`config.mk`:
```
export PLATFORM = sky130hd
export DESIGN_NAME = rvc_packer_flat
export DESIGN_NICKNAME = d
export VERILOG_FILES = /design/src/rtl/rvc_packer_if.sv /design/src/rtl/rvc_packer.sv /design/src/flat_wrapper.sv
export SDC_FILE = /design/constraint.sdc
export NUM_CORES = 1
export LEC_CHECK = 0
export BUFFER_PORTS_ARGS = -buffer_cell sky130_fd_sc_hd__buf_2
export CORE_MARGIN = 2
export CORE_UTILIZATION = 50
export DETAILED_ROUTE_END_ITERATION = 10
export PLACE_DENSITY_LB_ADDON = 0.12
export REMOVE_ABC_BUFFERS = 1
export SLEW_MARGIN = 15
export SYNTH_ARGS = -nofsm -noshare
export SYNTH_HDL_FRONTEND = slang
export SYNTH_SLANG_ARGS = --single-unit
```
`constraint.sdc`:
```
create_clock -name clk -period 6.8 [get_ports clk]
set_clock_uncertainty 0.1 [all_clocks]
set_input_delay 1.36 -clock clk [delete_from_list [all_inputs] [get_ports clk]]
set_output_delay 1.36 -clock clk [all_outputs]
set_load 0.02 [all_outputs]
```
`src/rtl/rvc_packer_if.sv`:
```
// Instruction-in / packed-word-out bus of the RVC packer.
// The packer uses the slave modport; the instruction producer uses master.
interface rvc_packer_if;
  logic        in_valid;
  logic        in_ready;
  logic [31:0] in_instr;
  logic        in_flush;
  logic        flush_ack;
  logic        out_valid;
  logic        out_ready;
  logic [31:0] out_word;
  logic [31:0] out_addr;
  logic [15:0] comp_cnt;

  modport master (
    output in_valid, in_instr, in_flush, out_ready,
    input  in_ready, flush_ack, out_valid, out_word, out_addr, comp_cnt
  );

  modport slave (
    input  in_valid, in_instr, in_flush, out_ready,
    output in_ready, flush_ack, out_valid, out_word, out_addr, comp_cnt
  );
endinterface

```
`src/rtl/rvc_packer.sv`:
```
// Compresses a subset of RV32I into RVC and packs halfwords into 32-bit memory
// words in the byte order the fetch-side realigner expects.
module rvc_packer #(
  parameter logic [31:0] BASE_ADDR   = 32'h0000_0000,
  parameter bit          COMPRESS_EN = 1'b1
) (
  input  logic         clk,
  input  logic         rst,
  rvc_packer_if.slave  bus
);

  // Returns {valid, rvc}; valid=0 means the instruction stays 32-bit.
  function automatic logic [16:0] rvc_compress(input logic [31:0] i);
    logic [6:0]  op;
    logic [2:0]  f3;
    logic [4:0]  rd;
    logic [4:0]  rs1;
    logic [4:0]  rs2;
    logic [11:0] imm_i;
    logic [11:0] imm_s;
    logic        imm6_ok;
    logic        is_addi;
    logic        is_add;
    logic [16:0] res;
    op      = i[6:0];
    f3      = i[14:12];
    rd      = i[11:7];
    rs1     = i[19:15];
    rs2     = i[24:20];
    imm_i   = i[31:20];
    imm_s   = {i[31:25], i[11:7]};
    imm6_ok = (imm_i[11:5] == 7'h00) || (imm_i[11:5] == 7'h7F);
    is_addi = (op == 7'h13) && (f3 == 3'b000);
    is_add  = (op == 7'h33) && (f3 == 3'b000) && (i[31:25] == 7'h00);
    if (is_addi && (rd == 5'd0) && (rs1 == 5'd0) && (imm_i == 12'd0)) begin
      res = {1'b1, 16'h0001};
    end else if (is_addi && (rd != 5'd0) && (rs1 == 5'd0) && imm6_ok) begin
      res = {1'b1, 3'b010, imm_i[5], rd, imm_i[4:0], 2'b01};
    end else if (is_addi && (rd != 5'd0) && (rs1 == rd) && (imm_i != 12'd0) && imm6_ok) begin
      res = {1'b1, 3'b000, imm_i[5], rd, imm_i[4:0], 2'b01};
    end else if (is_addi && (rd != 5'd0) && (rs1 != 5'd0) && (rd != rs1) && (imm_i == 12'd0)) begin
      res = {1'b1, 4'b1000, rd, rs1, 2'b10};
    end else if (is_add && (rd != 5'd0) && (rs1 == 5'd0) && (rs2 != 5'd0)) begin
      res = {1'b1, 4'b1000, rd, rs2, 2'b10};
    end else if (is_add && (rd != 5'd0) && (rs1 == rd) && (rs2 != 5'd0)) begin
      res = {1'b1, 4'b1001, rd, rs2, 2'b10};
    end else if ((op == 7'h03) && (f3 == 3'b010) && (rd[4:3] == 2'b01) && (rs1[4:3] == 2'b01)
                 && (imm_i[11:7] == 5'd0) && (imm_i[1:0] == 2'b00)) begin
      res = {1'b1, 3'b010, imm_i[5:3], rs1[2:0], imm_i[2], imm_i[6], rd[2:0], 2'b00};
    end else if ((op == 7'h23) && (f3 == 3'b010) && (rs2[4:3] == 2'b01) && (rs1[4:3] == 2'b01)
                 && (imm_s[11:7] == 5'd0) && (imm_s[1:0] == 2'b00)) begin
      res = {1'b1, 3'b110, imm_s[5:3], rs1[2:0], imm_s[2], imm_s[6], rs2[2:0], 2'b00};
    end else begin
      res = 17'h0_0000;
    end
    return res;
  endfunction

  logic        out_valid_q, out_valid_d;
  logic [31:0] out_word_q,  out_word_d;
  logic [31:0] out_addr_q,  out_addr_d;
  logic        pend_q,      pend_d;
  logic [15:0] pend_half_q, pend_half_d;
  logic [15:0] comp_cnt_q,  comp_cnt_d;

  logic        in_ready_s;
  logic        accept_s;
  logic        flush_take_s;
  logic [16:0] c_res_s;
  logic        emit_s;
  logic [15:0] h0_s;
  logic [15:0] h1_s;

  assign in_ready_s   = !out_valid_q || bus.out_ready;
  assign accept_s     = bus.in_valid && in_ready_s;
  assign flush_take_s = !rst && bus.in_flush && !bus.in_valid && in_ready_s;
  assign c_res_s      = COMPRESS_EN ? rvc_compress(bus.in_instr) : 17'h0_0000;

  assign bus.in_ready  = in_ready_s;
  assign bus.flush_ack = flush_take_s;
  assign bus.out_valid = out_valid_q;
  assign bus.out_word  = out_word_q;
  assign bus.out_addr  = out_addr_q;
  assign bus.comp_cnt  = comp_cnt_q;

  always_comb begin
    out_valid_d = out_valid_q && !bus.out_ready;
    out_word_d  = out_word_q;
    pend_d      = pend_q;
    pend_half_d = pend_half_q;
    comp_cnt_d  = comp_cnt_q;
    emit_s      = 1'b0;
    h0_s        = 16'h0000;
    h1_s        = 16'h0000;
    if (out_valid_q && bus.out_ready) begin
      out_addr_d = out_addr_q + 32'd4;
    end else begin
      out_addr_d = out_addr_q;
    end
    if (accept_s) begin
      if (c_res_s[16]) begin
        comp_cnt_d = comp_cnt_q + 16'd1;
        if (pend_q) begin
          emit_s = 1'b1;
          h0_s   = pend_half_q;
          h1_s   = c_res_s[15:0];
          pend_d = 1'b0;
        end else begin
          pend_half_d = c_res_s[15:0];
          pend_d      = 1'b1;
        end
      end else begin
        // A 32-bit instruction behind a pending half straddles two words.
        emit_s = 1'b1;
        if (pend_q) begin
          h0_s        = pend_half_q;
          h1_s        = bus.in_instr[15:0];
          pend_half_d = bus.in_instr[31:16];
        end else begin
          h0_s = bus.in_instr[15:0];
          h1_s = bus.in_instr[31:16];
        end
      end
    end else if (flush_take_s) begin
      if (pend_q) begin
        emit_s = 1'b1;
        h0_s   = pend_half_q;
        h1_s   = 16'h0001;
        pend_d = 1'b0;
      end else begin
        pend_d = 1'b0;
      end
    end else begin
      pend_d = pend_q;
    end
    if (emit_s) begin
      out_valid_d = 1'b1;
      out_word_d  = {h0_s[7:0], h0_s[15:8], h1_s[7:0], h1_s[15:8]};
    end else begin
      out_word_d = out_word_q;
    end
  end

  always_ff @(posedge clk) begin
    if (rst) begin
      out_valid_q <= 1'b0;
      out_word_q  <= 32'h0000_0000;
      out_addr_q  <= BASE_ADDR;
      pend_q      <= 1'b0;
      pend_half_q <= 16'h0000;
      comp_cnt_q  <= 16'h0000;
    end else begin
      out_valid_q <= out_valid_d;
      out_word_q  <= out_word_d;
      out_addr_q  <= out_addr_d;
      pend_q      <= pend_d;
      pend_half_q <= pend_half_d;
      comp_cnt_q  <= comp_cnt_d;
    end
  end

endmodule

```
`src/flat_wrapper.sv`:
```
// flat-port wrapper written by rule: the top's interface ports become plain ports
module rvc_packer_flat 
#(
  parameter logic [31:0] BASE_ADDR   = 32'h0000_0000,
  parameter bit          COMPRESS_EN = 1'b1
)
  (clk, rst, bus_in_valid, bus_in_instr, bus_in_flush, bus_out_ready, bus_in_ready, bus_flush_ack, bus_out_valid, bus_out_word, bus_out_addr, bus_comp_cnt);
  rvc_packer_if bus_i ();
  input  logic clk;
  input  logic rst;
  input wire logic [$bits(bus_i.in_valid)-1:0] bus_in_valid;
  input wire logic [$bits(bus_i.in_instr)-1:0] bus_in_instr;
  input wire logic [$bits(bus_i.in_flush)-1:0] bus_in_flush;
  input wire logic [$bits(bus_i.out_ready)-1:0] bus_out_ready;
  output wire logic [$bits(bus_i.in_ready)-1:0] bus_in_ready;
  output wire logic [$bits(bus_i.flush_ack)-1:0] bus_flush_ack;
  output wire logic [$bits(bus_i.out_valid)-1:0] bus_out_valid;
  output wire logic [$bits(bus_i.out_word)-1:0] bus_out_word;
  output wire logic [$bits(bus_i.out_addr)-1:0] bus_out_addr;
  output wire logic [$bits(bus_i.comp_cnt)-1:0] bus_comp_cnt;
  assign bus_i.in_valid = bus_in_valid;
  assign bus_i.in_instr = bus_in_instr;
  assign bus_i.in_flush = bus_in_flush;
  assign bus_i.out_ready = bus_out_ready;
  assign bus_in_ready = bus_i.in_ready;
  assign bus_flush_ack = bus_i.flush_ack;
  assign bus_out_valid = bus_i.out_valid;
  assign bus_out_word = bus_i.out_word;
  assign bus_out_addr = bus_i.out_addr;
  assign bus_comp_cnt = bus_i.comp_cnt;
  rvc_packer #(.BASE_ADDR(BASE_ADDR), .COMPRESS_EN(COMPRESS_EN)) u_core (.clk(clk), .rst(rst), .bus(bus_i));
endmodule
```
Word-level counts from Yosys, hierarchy flattened
Cells that the tools add are included.

Flip-flop bits (word level): 98. Latch bits: 0. Bits in writable memories: 0. Memory bits (read-only): 0. Bits of input ports: 37. Word-level logic and storage cells: 111. Memories kept: 0.

Add/sub/neg operators: 2. $mul: 0. Divide/modulo/power cells: 0. Magnitude comparators: 0. Equal/unequal tests: 13. Shift operators: 0. Mux-type cells: 31. Bitwise logic cells: 0. Reductions and logical operators: 59.

Operators by type and width (count): $mux W16 (13); $mux W17 (8); $logic_and A1 B1 Y1 (36); $add A32 B3 Y32 const B (1); $add A16 B1 Y16 const B (1); $logic_not A5 Y1 (3); $reduce_bool A5 Y1 (3); $eq A7 B6 Y1 const B (2); $logic_not A12 Y1 (1); $reduce_bool A12 Y1 (1); $mux W1 (10); $eq A7 B2 Y1 const B (1); $eq A7 B5 Y1 const B (1); $eq A7 B7 Y1 const B (1); $logic_not A7 Y1 (1); $eq A2 B1 Y1 const B (3); $eq A5 B5 Y1 (1); $ne A5 B5 Y1 (1); $logic_not A1 Y1 (4); $logic_not A2 Y1 (2); $ne A2 B2 Y1 const B (2); $reduce_and A2 Y1 (2); $reduce_bool A2 Y1 (2); $eq A3 B2 Y1 const B (1); other kinds (3) (4).

Longest topological paths before layout
Gate-level depths: netlist (run 1).

Depth after elaboration: 17. Depth in mapped cells: 17. Mapped depth without buffers: 14.

Worst setup path before layout (run 1)
OpenSTA, ideal clock, no wires.

Kind: input to register. From: input bus_in_instr[9]. To: register u_core.out_word_q[22] (netlist: u_core.bus.out_word[22]). Library setup time: 0.132 ns. Arrival time: 4.485 ns. Path slack: 2.083 ns. Stages: 16. Path through: clkbuf_1 xnor2_1 nand3_1 o31a_2 and3_1 clkbuf_1 or3_1 nor2_1 buf_2 inv_1 ha_1 nor2_1 a21oi_1 clkbuf_1 a311oi_1 nor3_1.

Cells in the longest elaborated chain, start to end: 12. Elaborated cells on any way between the ends: 31. Those cells by class: eq/ne (2); mux (10); reduce/logical (19).

Ends and longest elaborated chain: start, declared (line flat_wrapper.sv:12) `input wire logic [$bits(bus_i.in_instr)-1:0] bus_in_instr;`; $reduce_bool A5 Y1; $logic_and A1 B1 Y1 (line rvc_packer.sv:43, rvc_packer.sv:45); $logic_and A1 B1 Y1 (2 in series) (line rvc_packer.sv:45) `end else if (is_add && (rd != 5'd0) && (rs1 == rd) && (rs2 != 5'd0)) begin`; $mux W17 (line rvc_packer.sv:45); $mux W17 (line rvc_packer.sv:43) `end else if (is_add && (rd != 5'd0) && (rs1 == 5'd0) && (rs2 != 5'd0)) begin`; $mux W17 (line rvc_packer.sv:41) `end else if (is_addi && (rd != 5'd0) && (rs1 != 5'd0) && (rd != rs1) && (imm_i == 12'd0)) begin`; $mux W17 (line rvc_packer.sv:39) `end else if (is_addi && (rd != 5'd0) && (rs1 == rd) && (imm_i != 12'd0) && imm6_ok) begin`; $mux W17 (line rvc_packer.sv:37) `end else if (is_addi && (rd != 5'd0) && (rs1 == 5'd0) && imm6_ok) begin`; $mux W17 (*) (line rvc_packer.sv:35) `if (is_addi && (rd == 5'd0) && (rs1 == 5'd0) && (imm_i == 12'd0)) begin`; $mux W16 or $mux W1 (tied branches) (line rvc_packer.sv:101) `if (c_res_s[16]) begin`; $mux W16 or $mux W1 (tied branches) (line rvc_packer.sv:100) `if (accept_s) begin`; end signal, assigned (line rvc_packer.sv:154) `out_word_q <= out_word_d;`; end, declared (line rvc_packer.sv:60) `logic [31:0] out_word_q, out_word_d;`.

Mark *: on every way between the ends. The rest lies on a longest branch, timed or not. A chain may end at the register's enable or synchronous reset.

Worst setup path after layout (run 1)
From: input bus_in_instr[8]. To: register u_core.pend_half_q[3].

Cells in the longest elaborated chain, start to end: 12. Elaborated cells on any way between the ends: 36. Those cells by class: eq/ne (3); mux (10); reduce/logical (23).

Ends and longest elaborated chain: $logic_not A2 Y1 or $reduce_bool A5 Y1 (tied branches); $logic_and A1 B1 Y1 (on tied branches) (line rvc_packer.sv:51, rvc_packer.sv:43, rvc_packer.sv:45); $mux W17 or $logic_and A1 B1 Y1 (tied branches) (line rvc_packer.sv:50, rvc_packer.sv:45); $mux W17 or $logic_and A1 B1 Y1 (tied branches) (line rvc_packer.sv:47, rvc_packer.sv:45); $mux W17 (line rvc_packer.sv:45); $mux W17 (line rvc_packer.sv:43); $mux W17 (line rvc_packer.sv:41); $mux W17 (line rvc_packer.sv:39); $mux W17 (line rvc_packer.sv:37); $mux W17 (*) (line rvc_packer.sv:35); $ne A2 B2 Y1 (no source line), or another cell as far along; $reduce_and A3 Y1 (no source line) or $mux W16 (tied branches); end signal, assigned (line rvc_packer.sv:157) `pend_half_q <= pend_half_d;`; end, declared (line rvc_packer.sv:63) `logic [15:0] pend_half_q, pend_half_d;`.

Mark *: on every way between the ends. The rest lies on a longest branch, timed or not. The select of a mux whose other input is x is not followed.

==> metrics.md, run 1 <==
| Metric | Value |
|---|---|
| HPWL after detailed placement | `11680 um` |
| Crit path max fanout | `13` |
| Number of flops mapped to enable cells by yosys | `0` |
| CTS buffer count | `9` |
| Worst skew pair latency | `roughly 0.36 ns` |
| # Post-CTS Setup Buffers | `0` |
| Max-cap viol count | `0` |
| Synthesized cell area | `slightly above 0.005 mm^2` |
| Post-synth ARST share | `0%` |
| Max-slew violations | `0` |
| Nets | `763` |
| Maximum clock path buffer count | `2` |
| IO Pins | `between 100 and 150` |
| Final core utilization | `about 60%` |
| Data arrival, critical path | `~5.4 ns` |
| Crit-path max cell delay | `0.76 ns` |
| Largest net degree at the start of global routing | `66` |
| CP Launch Type | `input port` |
| Maximum VDD drop | `91.04 uV` |
| Crit path buf inv count | `3` |
| IO buf count | `approximately 120` |
| Sequential fraction of the synthesis area | `37.42%` |
| RSZ-0062 raised after global routing | `false` |
| Most frequent cells in the layout | `117 x buf_2, 101 x nor2_1, 96 x dfxtp_1, 54 x nand2_1, 31 x nor3_1` |
| Design Power | `between 0.001 and 0.0015 W` |
| GRT Total Usage | `approximately 28%` |
| Avg Synthesized Cell Area | `8.153 um^2` |
| Initial antenna violation count | `0` |
| Count of final hold-check violations | `0` |
| Ys flop type | `dfxtp_1` |
| Sum Neg Setup Slack | `0 ns` |
| Gpl congestion | `0.9995` |
| Synth unique cells | `70` |
| DR DRC count | `0` |
| Worst slew margin | `35.03%` |
| Crit-path leading delay family | `simple AND/OR/NAND/NOR gates` |
| Site row count | `36` |
| Routed Antenna Nets | `0` |
| Status | `complete, no violations` |
| Tcrit/Tclk final | `76.88%` |
| Clock Pin Slew Worst Setup and Hold Paths | `approximately 0.090 ns` |
| FF+latch count, synth | `between 90 and 100` |
| Gate Count Post-Synth | `630` |
| CP Cell Sequence | `buf_2 > or2_1 > nor4_2 > nor4_1 > nor2b_1 > or3_1 > nor2_1 > inv_1 > ha_1 > nor2_1 > buf_4 > nor2_1 > a311oi_1` |
| Core ar. | `0.009864 mm^2` |
| CP max-delay cell | `nor2_1` |
| Crit path top cell by count | `nor2_1` |
| 1st-iter DRT viols | `approximately 370` |
| DR WL/cell | `approximately 19 um` |
| Hold WC Path Type | `flop to flop` |
| Layout cells sized above 1 | `between 20% and 30%` |
| Vias/cell | `approximately 6.1` |
| Clock H-tree levels | `3` |
| Worst Setup End Kind | `flop` |
| Syn. warnings | `0` |
| First-pass GRT wire length | `about 25000 um` |
| Die H | `105.4 um` |
| Grt ovf | `0` |
| Setup CP Type | `input port to flop` |
| Via count | `5211` |
| Post-CTS resize count | `0` |
| Root buffer cell | `clkbuf_8` |
| Fin crit period | `between 5 and 6 ns` |
| WP data required | `6.97 ns` |
| # setup viols final | `0` |
| Vias in the first global route | `around 4700` |
| Area grow syn2layout | `15.35%` |
| CTS tree | `built` |
| Commonest non-fill, non-tap cell in the layout | `buf_2` |
| Highest Clock Rate | `~0.19 GHz` |
| Drt first pass iters | `6` |
| Starting Density | `a little over half` |
| Die ar. | `approximately 0.011 mm^2` |
| Clk sink count | `96` |
| Pwr Density | `roughly 180 mW/mm^2` |
| Post-Route WL | `around 16000 um` |
| Die X | `105.4 um` |
| Cell leakage power | `~2.4 nW` |
| Number of diodes | `0` |
| Least-Margin Pin Slew | `around 0.97 ns` |
| Hold Buf Count CTS | `0` |
-- layer usage --
metal / vias up / global-route usage [%] / share of wire [%]
met2: 258 / 44.15 / 46
li1: 2465 / - / -
met1: 2457 / 38.89 / 44
met4: 0 / 9.333 / 2.2
met3: 31 / 5.937 / 8.2
met5: - / 0 / 0
-- kinds of logic (layout without fill, tap and decap cells) --
logic type	Yosys count	after routing	synth area share [%]
and+or+nand+nor	290	290	28.23
AOI/OAI and AO/OA	136	136	19.93
DFF	96	96	37.42
buffers and inverters	53	150	4.506
xor gates and xnor gates	41	41	6.991
muxes	10	10	2.119
adders and majority gates	3	3	0.7309
other	1	2	0.07301
-- flip-flops by register name, summed over array words and instances (netlist names) --
register / flops
u_core.bus.out_word: 32
u_core.bus.out_addr: 30
u_core.bus.comp_cnt: 16
u_core.pend_half_q: 16
u_core.bus.out_valid: 1
u_core.pend_q: 1
-- metrics by stage --
step                      setup slack, ns  instance area [um^2]  hold slack, ns  instances
final                               1.572                  5924          0.3587        861
after CTS                           1.700                  5924          0.3556        861
after global placement              1.417                  5751          0.3387        845
after global routing                1.291                  5924          0.3835        861
after detailed placement            1.312                  5751          0.3433        845
after floorplan                     1.778                  4950          0.3256        589
-- worst reg2reg max path, delay by kind of cell (launching register included) --
family                     cells  cell delay [ns]
AOI/OAI and AO/OA              1             0.25
and+or+nand+nor                2             0.61
buffers and inverters          3             1.00
DFF                            1             0.33
adders and majority gates      1             0.39
-- path summary, 6_finish.rpt --
path / startpoint / to / slack [ns] / depth (start not counted)
max reg2reg: u_core.pend_q / u_core.pend_half_q[3] / 4.02 / 7
min reg2reg: u_core.pend_half_q[0] / u_core.pend_half_q[0] / 0.36 / 2
min: u_core.pend_half_q[0] / u_core.pend_half_q[0] / 0.36 / 2
max: bus_in_instr[8] / u_core.pend_half_q[3] / 1.57 / 13
-- area by class of cell --
| cell class | count | area (um^2) |
|---|---|---|
| Fill cell | 932 | 3940 |
| Multi-Input combinational cell | 482 | 2990 |
| Sequential cell | 96 | 1922 |
| Timing Repair Buffer | 123 | 630.6 |
| Tap cell | 133 | 166.4 |
| Clock buffer | 12 | 145.1 |
| Inverter | 11 | 41.29 |
| Clock inverter | 4 | 28.78 |
-- Yosys cell counts (all sizes together) (4+ instances only) --
| cell | count | area share, % |
|---|---|---|
| a2111oi | 10 | 2.7 |
| a211oi | 10 | 1.5 |
| a21oi | 27 | 2.6 |
| a221oi | 13 | 2.2 |
| a222oi | 6 | 1.2 |
| a22o | 8 | 1.4 |
| a22oi | 6 | 0.88 |
| a311oi | 6 | 1.0 |
| a31oi | 7 | 0.85 |
| and2 | 5 | 0.61 |
| and3 | 12 | 1.6 |
| buf | 11 | 1.4 |
| clkbuf | 31 | 2.3 |
| dfxtp | 96 | 37 |
| inv | 11 | 0.80 |
| mux2 | 7 | 1.5 |
| nand2 | 54 | 3.9 |
| nand2b | 8 | 0.97 |
| nand3 | 29 | 3.2 |
| nand4 | 10 | 1.2 |
| nor2 | 101 | 7.4 |
| nor2b | 4 | 0.49 |
| nor3 | 32 | 3.2 |
| nor4 | 7 | 1.6 |
| o21ai | 21 | 2.0 |
| or2 | 7 | 0.85 |
| or3 | 11 | 1.3 |
| xnor2 | 16 | 2.7 |
| xor2 | 25 | 4.3 |
-- power breakdown --
part	total (W)	switching (W)	internal (W)
Clock	0.000347	0.000203	0.000144
Sequential	0.000584	0.00000819	0.000576
Combinational	0.000134	0.0000914	0.0000422
Total	0.00106	0.000302	0.000762
No activity file was read; power rests on OpenSTA's default activity.
==> inputs of run 2 (changes only) <==
--- a/config.mk
+++ b/config.mk
@@ -7,7 +7,7 @@
 export LEC_CHECK = 0
 export BUFFER_PORTS_ARGS = -buffer_cell sky130_fd_sc_hd__buf_2
 export CORE_MARGIN = 2
-export CORE_UTILIZATION = 50
+export CORE_UTILIZATION = 49
 export DETAILED_ROUTE_END_ITERATION = 10
 export PLACE_DENSITY_LB_ADDON = 0.12
 export REMOVE_ABC_BUFFERS = 1
==> constraint.sdc (replaced) <==
create_clock -name clk -period 4.4 [get_ports clk]
set_clock_uncertainty 0.1 [all_clocks]
set_input_delay 0.88 -clock clk [delete_from_list [all_inputs] [get_ports clk]]
set_output_delay 0.88 -clock clk [all_outputs]
set_load 0.02 [all_outputs]
==> run 2 against run 1 <==
  * Global-route usage about the same
  * Sequential share of layout area fell by 0.75 points
  * Core utilization down 0.78 points
  * Register-to-register slack worse by 2.2 ns
  * Sequential power is 54% higher
  * Non-clock buffer count rose by 13
  * Count of clock-buffer cells in the layout fell by 1
  * Via count about the same
  * Worst setup slack worse by 1.0 ns
  * Worst hold slack improved by 0.0063 ns
  * Cell count increased by 1.9%
  * Design area rose by 2.4%
==> metrics.md, run 2 (same netlist as run 1, synthesis figures left out) <==
| Metric | Value |
|---|---|
| CP Launch Type | `input port` |
| Number of diodes | `0 (unchanged)` |
| Root buffer cell | `clkbuf_8` |
| # Post-CTS Setup Buffers | `0 (unchanged)` |
| Max-cap viol count | `0 (unchanged)` |
| IO buf count | `117 (unchanged)` |
| Grt ovf | `0 (unchanged)` |
| Starting Density | `50.20% (-1.9 points)` |
| Via count | `5213 (+0.038%)` |
| Hold Buf Count CTS | `0 (unchanged)` |
| Least-Margin Pin Slew | `0.7780 ns (-0.1929 ns)` |
| Hold WC Path Type | `flop to flop` |
| Min setup slack post-route | `0.5440 ns (-1.029 ns)` |
| IO Pins | `120 (unchanged)` |
| Clock Pin Slew Worst Setup and Hold Paths | `0.10 ns (about the same)` |
| Post-Route WL | `15870 um (-0.60%)` |
| Die H | `106.4 um (+0.98%)` |
| Most frequent cells in the layout | `117 x buf_2, 101 x nor2_1, 96 x dfxtp_1, 54 x nand2_1, 31 x nor3_1` |
| Fin crit period | `a little under 4 ns` |
| Site row count | `37 (+2.8%)` |
| Commonest non-fill, non-tap cell in the layout | `buf_2` |
| Maximum clock path buffer count | `2 (unchanged)` |
| Worst slew margin | `47.65% (+13 points)` |
| Routed Antenna Nets | `0 (unchanged)` |
| Count of final hold-check violations | `0 (unchanged)` |
| Worst Setup End Kind | `flop` |
| CP max-delay cell | `nor2_1` |
| Setup CP Type | `input port to flop` |
| Die X | `106.4 um (+0.98%)` |
| CP Cell Sequence | `buf_2 > or2_1 > or4_4 > or2_1 > a21oi_1 > o21ai_1 > nor2_1 > inv_1 > ha_1 > nand2b_1 > nor2_1 > o21ai_0 > a31oi_1` |
| Nets | `776 (+1.7%)` |
| Max-slew violations | `0 (unchanged)` |
| DR WL/cell | `18.10 um (-2.4%)` |
| Layout cells sized above 1 | `24.56% (+1.6 points)` |
| Area grow syn2layout | `18.08%` |
| Highest Clock Rate | `between 0.2 and 0.3 GHz` |
| Largest register FFs | `32 (unchanged)` |
| Crit-path leading delay family | `simple AND/OR/NAND/NOR gates` |
| Clock H-tree levels | `3 (unchanged)` |
| Crit-path max cell delay | `0.52 ns (-0.24 ns)` |
| Pre-CTS setup slack | `0.1792 ns (-1.133 ns)` |
| Post-CTS resize count | `0 (unchanged)` |
| CTS tree | `built` |
| GRT Total Usage | `28.30% (about the same)` |
| Vias in the first global route | `4931 (+5.4%)` |
| Vias/cell | `5.944 (-1.8%)` |
| Pwr Density | `286.7 mW/mm^2 (+60%)` |
| HPWL after detailed placement | `11740 um (+0.49%)` |
| Final instance count without filler cells | `877 (+1.9%)` |
| Gpl congestion | `0.9843 (-1.5%)` |
| Largest net degree at the start of global routing | `71 (+7.6%)` |
| Status | `complete, no violations` |
| Initial antenna violation count | `0 (unchanged)` |
| Worst skew pair latency | `0.38 ns (+0.02 ns)` |
| Crit path buf inv count | `2 (-1)` |
| Tcrit/Tclk final | `between 80 and 90%` |
| DR DRC count | `0 (unchanged)` |
| Cell leakage power | `2.472 nW (+3.9%)` |
| Maximum VDD drop | `146.6 uV (+61%)` |
| Clk sink count | `96 (unchanged)` |
| Die ar. | `0.01132 mm^2 (+2.0%)` |
| Core ar. | `0.01023 mm^2 (+3.7%)` |
| Data arrival, critical path | `4.06 ns (-1.34 ns)` |
| WP data required | `4.61 ns (-2.36 ns)` |
| # setup viols final | `0 (unchanged)` |
| CTS buffer count | `9 (unchanged)` |
| Drt first pass iters | `5 (-1)` |
| Crit path max fanout | `7 (-6)` |
| 1st-iter DRT viols | `436 (+19%)` |
| First-pass GRT wire length | `25330 um (+1.2%)` |
| Placed Instances | `861 (+1.9%)` |
| RSZ-0062 raised after global routing | `false` |
[run 2: layer usage]
layer	wire length, um	share of wire, %	GRT usage [%]
met5	0	0	0
met4	340	2.1	10.62
met3	1105	7.0	6.622
met2	7352	46	44.41
met1	7073	45	37.81
[run 2: area by class of cell]
type,instances,area [um^2]
fillers,989,4167
multi-input cells,482,2990
flip-flops and latches,96,1922
repair buffers,136,728.2
well taps,136,170.2
clock buffers,11,151.4
clock inverters,5,61.31
inverters,11,41.29
[run 2: worst reg2reg max path: cells and delay by family, from the launching register on]
family	cells	cell delay (ns)
xor gates and xnor gates	1	0.14
DFF	1	0.43
and+or+nand+nor	7	1.79
[run 2: path summary, 6_finish.rpt]
kind	slack [ns]	cells after the start	endpoint	start
worst min register to register	0.36	2	u_core.bus.out_word[9]	u_core.bus.out_word[9]
worst max register to register	1.82	8	u_core.bus.out_addr[30]	u_core.bus.out_addr[5]
worst min-delay path	0.36	2	u_core.bus.out_word[9]	u_core.bus.out_word[9]
worst max-delay path	0.54	13	u_core.bus.out_word[6]	bus_in_instr[21]
[run 2: per-stage QoR]
step           power [W]  setup TNS, ns  utilization [%]  hold WS [ns]  area [um^2]
5_1_grt         0.001800              0            59.28        0.3902         6065
6_report        0.001739              0            59.28        0.3650         6065
3_5_place_dp    0.001129              0            57.20        0.3477         5852
4_1_cts         0.001744              0            59.28        0.3634         6065
3_3_place_gp    0.001128              0            57.20        0.3388         5852
2_1_floorplan   0.001022         -2.590                -        0.3256         4950
[run 2: report_power, final]
group | internal [W] | switching (W) | total [W]
logic | 0.0000688 | 0.000142 | 0.000210
clock network | 0.000298 | 0.000329 | 0.000627
registers | 0.000889 | 0.0000117 | 0.000901
==> inputs of run 3 (changes only) <==
--- a/config.mk
+++ b/config.mk
@@ -5,13 +5,14 @@
 export SDC_FILE = /design/constraint.sdc
 export NUM_CORES = 1
 export LEC_CHECK = 0
+export ABC_AREA = 1
 export BUFFER_PORTS_ARGS = -buffer_cell sky130_fd_sc_hd__buf_2
 export CORE_MARGIN = 2
-export CORE_UTILIZATION = 49
+export CORE_UTILIZATION = 50
 export DETAILED_ROUTE_END_ITERATION = 10
 export PLACE_DENSITY_LB_ADDON = 0.12
 export REMOVE_ABC_BUFFERS = 1
-export SLEW_MARGIN = 15
+export SLEW_MARGIN = 20
 export SYNTH_ARGS = -nofsm -noshare
 export SYNTH_HDL_FRONTEND = slang
 export SYNTH_SLANG_ARGS = --single-unit
==> constraint.sdc (replaced) <==
create_clock -name clk -period 3.55 [get_ports clk]
set_clock_uncertainty 0.1 [all_clocks]
set_input_delay 0.71 -clock clk [delete_from_list [all_inputs] [get_ports clk]]
set_output_delay 0.71 -clock clk [all_outputs]
set_load 0.02 [all_outputs]
==> run 3 against run 2 <==
  * Clock power rose by 47%
  * Synthesized area rose by 14%
  * Highest routed layer unchanged
  * Largest cell class unchanged
  * Critical path type unchanged
  * Cell count rose by 36%
  * Register-to-register slack got worse by 0.71 ns
  * Critical endpoint is now u_core.bus.out_word[17]
==> metrics.md, run 3 <==
| Metric | Value |
|---|---|
| Largest register FFs | `32 (unchanged)` |
| Met2 wire length | `8045 um (+9.4%)` |
| Number of flops mapped to enable cells by yosys | `0 (unchanged)` |
| Clk sink count | `96 (unchanged)` |
| Area grow syn2layout | `17.56%` |
| Maximum clock path buffer count | `2 (unchanged)` |
| Max-slew violations | `0 (unchanged)` |
| WP data required | `3.73 ns (-0.88 ns)` |
| CP Launch Type | `input port` |
| Placed Instances | `1176 (+37%)` |
| Post-CTS resize count | `0 (unchanged)` |
| Worst slew margin | `55.62% (+8.0 points)` |
| Synthesized cell area | `0.005858 mm^2 (+14%)` |
| Syn. warnings | `0 (unchanged)` |
| IO Pins | `120 (unchanged)` |
| Met1 Routed Length | `8086 um (+14%)` |
| DR DRC count | `0 (unchanged)` |
| Fin crit period | `3.139 ns` |
| Core ar. | `0.01142 mm^2 (+12%)` |
| Data arrival, critical path | `3.32 ns (-0.74 ns)` |
| Routed Antenna Nets | `0 (unchanged)` |
| 1st-iter DRT viols | `693 (+59%)` |
| Worst skew pair latency | `0.35 ns (-0.03 ns)` |
| Die ar. | `0.01260 mm^2 (+11%)` |
| Hold_ws | `0.3654 ns (+0.0004470 ns)` |
| R2R Path Start | `u_core.bus.out_addr[3]` |
| Grt ovf | `0 (unchanged)` |
| Gate Count Post-Synth | `931 (+48%)` |
| Post-synth ARST share | `0% (unchanged)` |
| DR WL/cell | `15.38 um (-15%)` |
| Most frequent cells in the layout | `234 x nand2_1, 119 x nor2_1, 117 x buf_2, 100 x inv_1, 95 x dfxtp_1` |
| Reg2Reg Setup Slack | `1.11 ns (-0.71 ns)` |
| Placed Area | `0.006613 mm^2 (+13%)` |
| Layout cells sized above 1 | `19.64% (-4.9 points)` |
| Clock Pin Slew Worst Setup and Hold Paths | `0.07 ns (-0.03 ns)` |
| Crit path max fanout | `12 (+5)` |
| Avg Synthesized Cell Area | `6.292 um^2 (-23%)` |
| IO buf count | `117 (unchanged)` |
| Synth area leader | `dfxtp_1` |
| Max-cap viol count | `0 (unchanged)` |
| Maximum VDD drop | `334.7 uV (+130%)` |
| Root buffer cell | `clkbuf_16` |
| Setup CP Type | `input port to flop` |
| Fill cells | `1161 (+17%)` |
| CTS tree | `built` |
| Via count | `6498 (+25%)` |
| Reg2reg path depth | `13 (+5)` |
| Largest net degree at the start of global routing | `71 (unchanged)` |
| Die H | `112.2 um (+5.5%)` |
| Post-route cell area | `0.006887 mm^2 (+14%)` |
| Starting Density | `51.30% (+1.1 points)` |
| CP startpoint | `bus_in_instr[23]` |
| Status | `complete, no violations` |
| Least-Margin Pin Slew | `0.6656 ns (-0.1124 ns)` |
| Site row count | `39 (+5.4%)` |
| Cell leakage power | `3.156 nW (+28%)` |
| Pwr Density | `337.9 mW/mm^2 (+18%)` |
| Highest Clock Rate | `0.3186 GHz` |
| Gpl congestion | `0.9597 (-2.5%)` |
| RSZ-0062 raised after global routing | `false` |
| Worst Setup End Kind | `flop` |
| Metal3 WL | `1464 um (+32%)` |
| Hold Buf Count CTS | `0 (unchanged)` |
| Ys flop type | `dfxtp_1` |
| Sequential fraction of the synthesis area | `32.81% (-4.6 points)` |
| Synth top area share | `32.81% (-4.6 points)` |
| Critical path endpoint | `u_core.bus.out_word[17]` |
| CTS buffer count | `9 (unchanged)` |
| Hold WC Path Type | `flop to flop` |
| Synth unique cells | `44 (-37%)` |
| Final core utilization | `60.31% (+1.0 points)` |
| Top Metal Used | `met4` |
| Number of diodes | `0 (unchanged)` |
| Pre-CTS setup slack | `0.08415 ns (-0.09508 ns)` |
| Top cells by area, synth | `dfxtp_1 33%, nand2_1 15%, nor2_1 7.7%` |
| HPWL after detailed placement | `13710 um (+17%)` |
| Drt first pass iters | `7 (+2)` |
| Reg2reg end | `u_core.bus.out_addr[26]` |
| Most common cell in the netlist | `nand2_1` |
| Commonest non-fill, non-tap cell in the layout | `nand2_1` |
| # setup viols final | `0 (unchanged)` |
| Final instance count without filler cells | `1192 (+36%)` |
| Nets | `1084 (+40%)` |
| Post-Route WL | `18330 um (+15%)` |
| Vias in the first global route | `6059 (+23%)` |
| GRT Total Usage | `29.71% (+1.4 points)` |
| Die X | `112.2 um (+5.5%)` |
| Vias/cell | `5.451 (-8.3%)` |
| # Post-CTS Setup Buffers | `0 (unchanged)` |
| Count of final hold-check violations | `0 (unchanged)` |
| FF+latch count, synth | `96 (unchanged)` |
| Tcrit/Tclk final | `between 80 and 90%` |
| Min setup slack post-route | `0.4113 ns (-0.1326 ns)` |
| Initial antenna violation count | `0 (unchanged)` |
| Clock H-tree levels | `3 (unchanged)` |
| First-pass GRT wire length | `30090 um (+19%)` |
| Top cells by count, synth | `234 x nand2_1, 120 x nor2_1, 100 x inv_1` |
-- run 3: metrics by stage --
| stage | TNS (ns) | power (W) |
|---|---|---|
| floorplan | -9.409 | 0.001294 |
| global placement | 0 | 0.001426 |
| detailed placement | 0 | 0.001426 |
| CTS | 0 | 0.002342 |
| global route | 0 | 0.002418 |
| finish | 0 | 0.002327 |
-- run 3: report_power, final --
part	leakage, nW	switching [W]	internal [W]	total (W)
combinational	2.24	0.000199	0.0000882	0.000288
sequential	0.780	0.0000154	0.00110	0.00112
clock	0.132	0.000440	0.000482	0.000922
total	3.16	0.000655	0.00167	0.00233
-- run 3: final cells by class --
cell class                      count  area [um^2]  area share [%]
Multi-Input combinational cell    689         3359           48.78
Tap cell                          143        178.9           2.598
Sequential cell                    96         1923           27.93
Clock buffer                       11        232.7           3.379
Inverter                          112        422.9           6.141
Clock inverter                      5        41.29          0.5996
Timing Repair Buffer              136        728.2           10.57
-- run 3: cell families after synthesis --
| group | after synthesis | synth area share [%] |
|---|---|---|
| other | 1 | 0.06401 |
| adder cells (fa/ha/maj) | 3 | 0.6408 |
| flip-flops | 96 | 32.81 |
| XOR/XNOR | 12 | 1.794 |
| AO/OA/AOI/OAI | 182 | 17.34 |
| AND/OR/NAND/NOR | 490 | 37.40 |
| buffers and inverters | 147 | 9.953 |
-- run 3: worst min path at each step --
stage                                        from                       to  slack [ns]  cells after the start
after CTS                 u_core.bus.out_word[10]  u_core.bus.out_word[10]        0.36                      2
after global placement    u_core.bus.out_word[11]  u_core.bus.out_word[11]        0.35                      2
after detailed placement  u_core.bus.out_word[10]  u_core.bus.out_word[10]        0.35                      2
after floorplan             u_core.pend_half_q[0]    u_core.pend_half_q[0]        0.35                      2
after global routing      u_core.bus.out_word[27]  u_core.bus.out_word[27]        0.40                      2
final                      u_core.bus.out_word[4]   u_core.bus.out_word[4]        0.37                      2
-- run 3: critical path: stages --
cell	delay (ns)
buf_2	0.13
inv_1	0.15
nand4_2	0.22
inv_1	0.17
nor2_2	0.07
nand2_1	0.18
nand3_2	0.17
nor2_2	0.19
nand2_2	0.12
ha_1	0.20
nor2_1	0.31
nor2_2	0.10
inv_1	0.32
o21ai_0	0.13
a21oi_1	0.16
-- run 3: metal layers --
metal	vias to the layer above	GRT usage, %
met4	0	13.58
met3	57	6.102
met1	2887	40.28
met2	280	45.66
li1	3274	-
met5	-	0
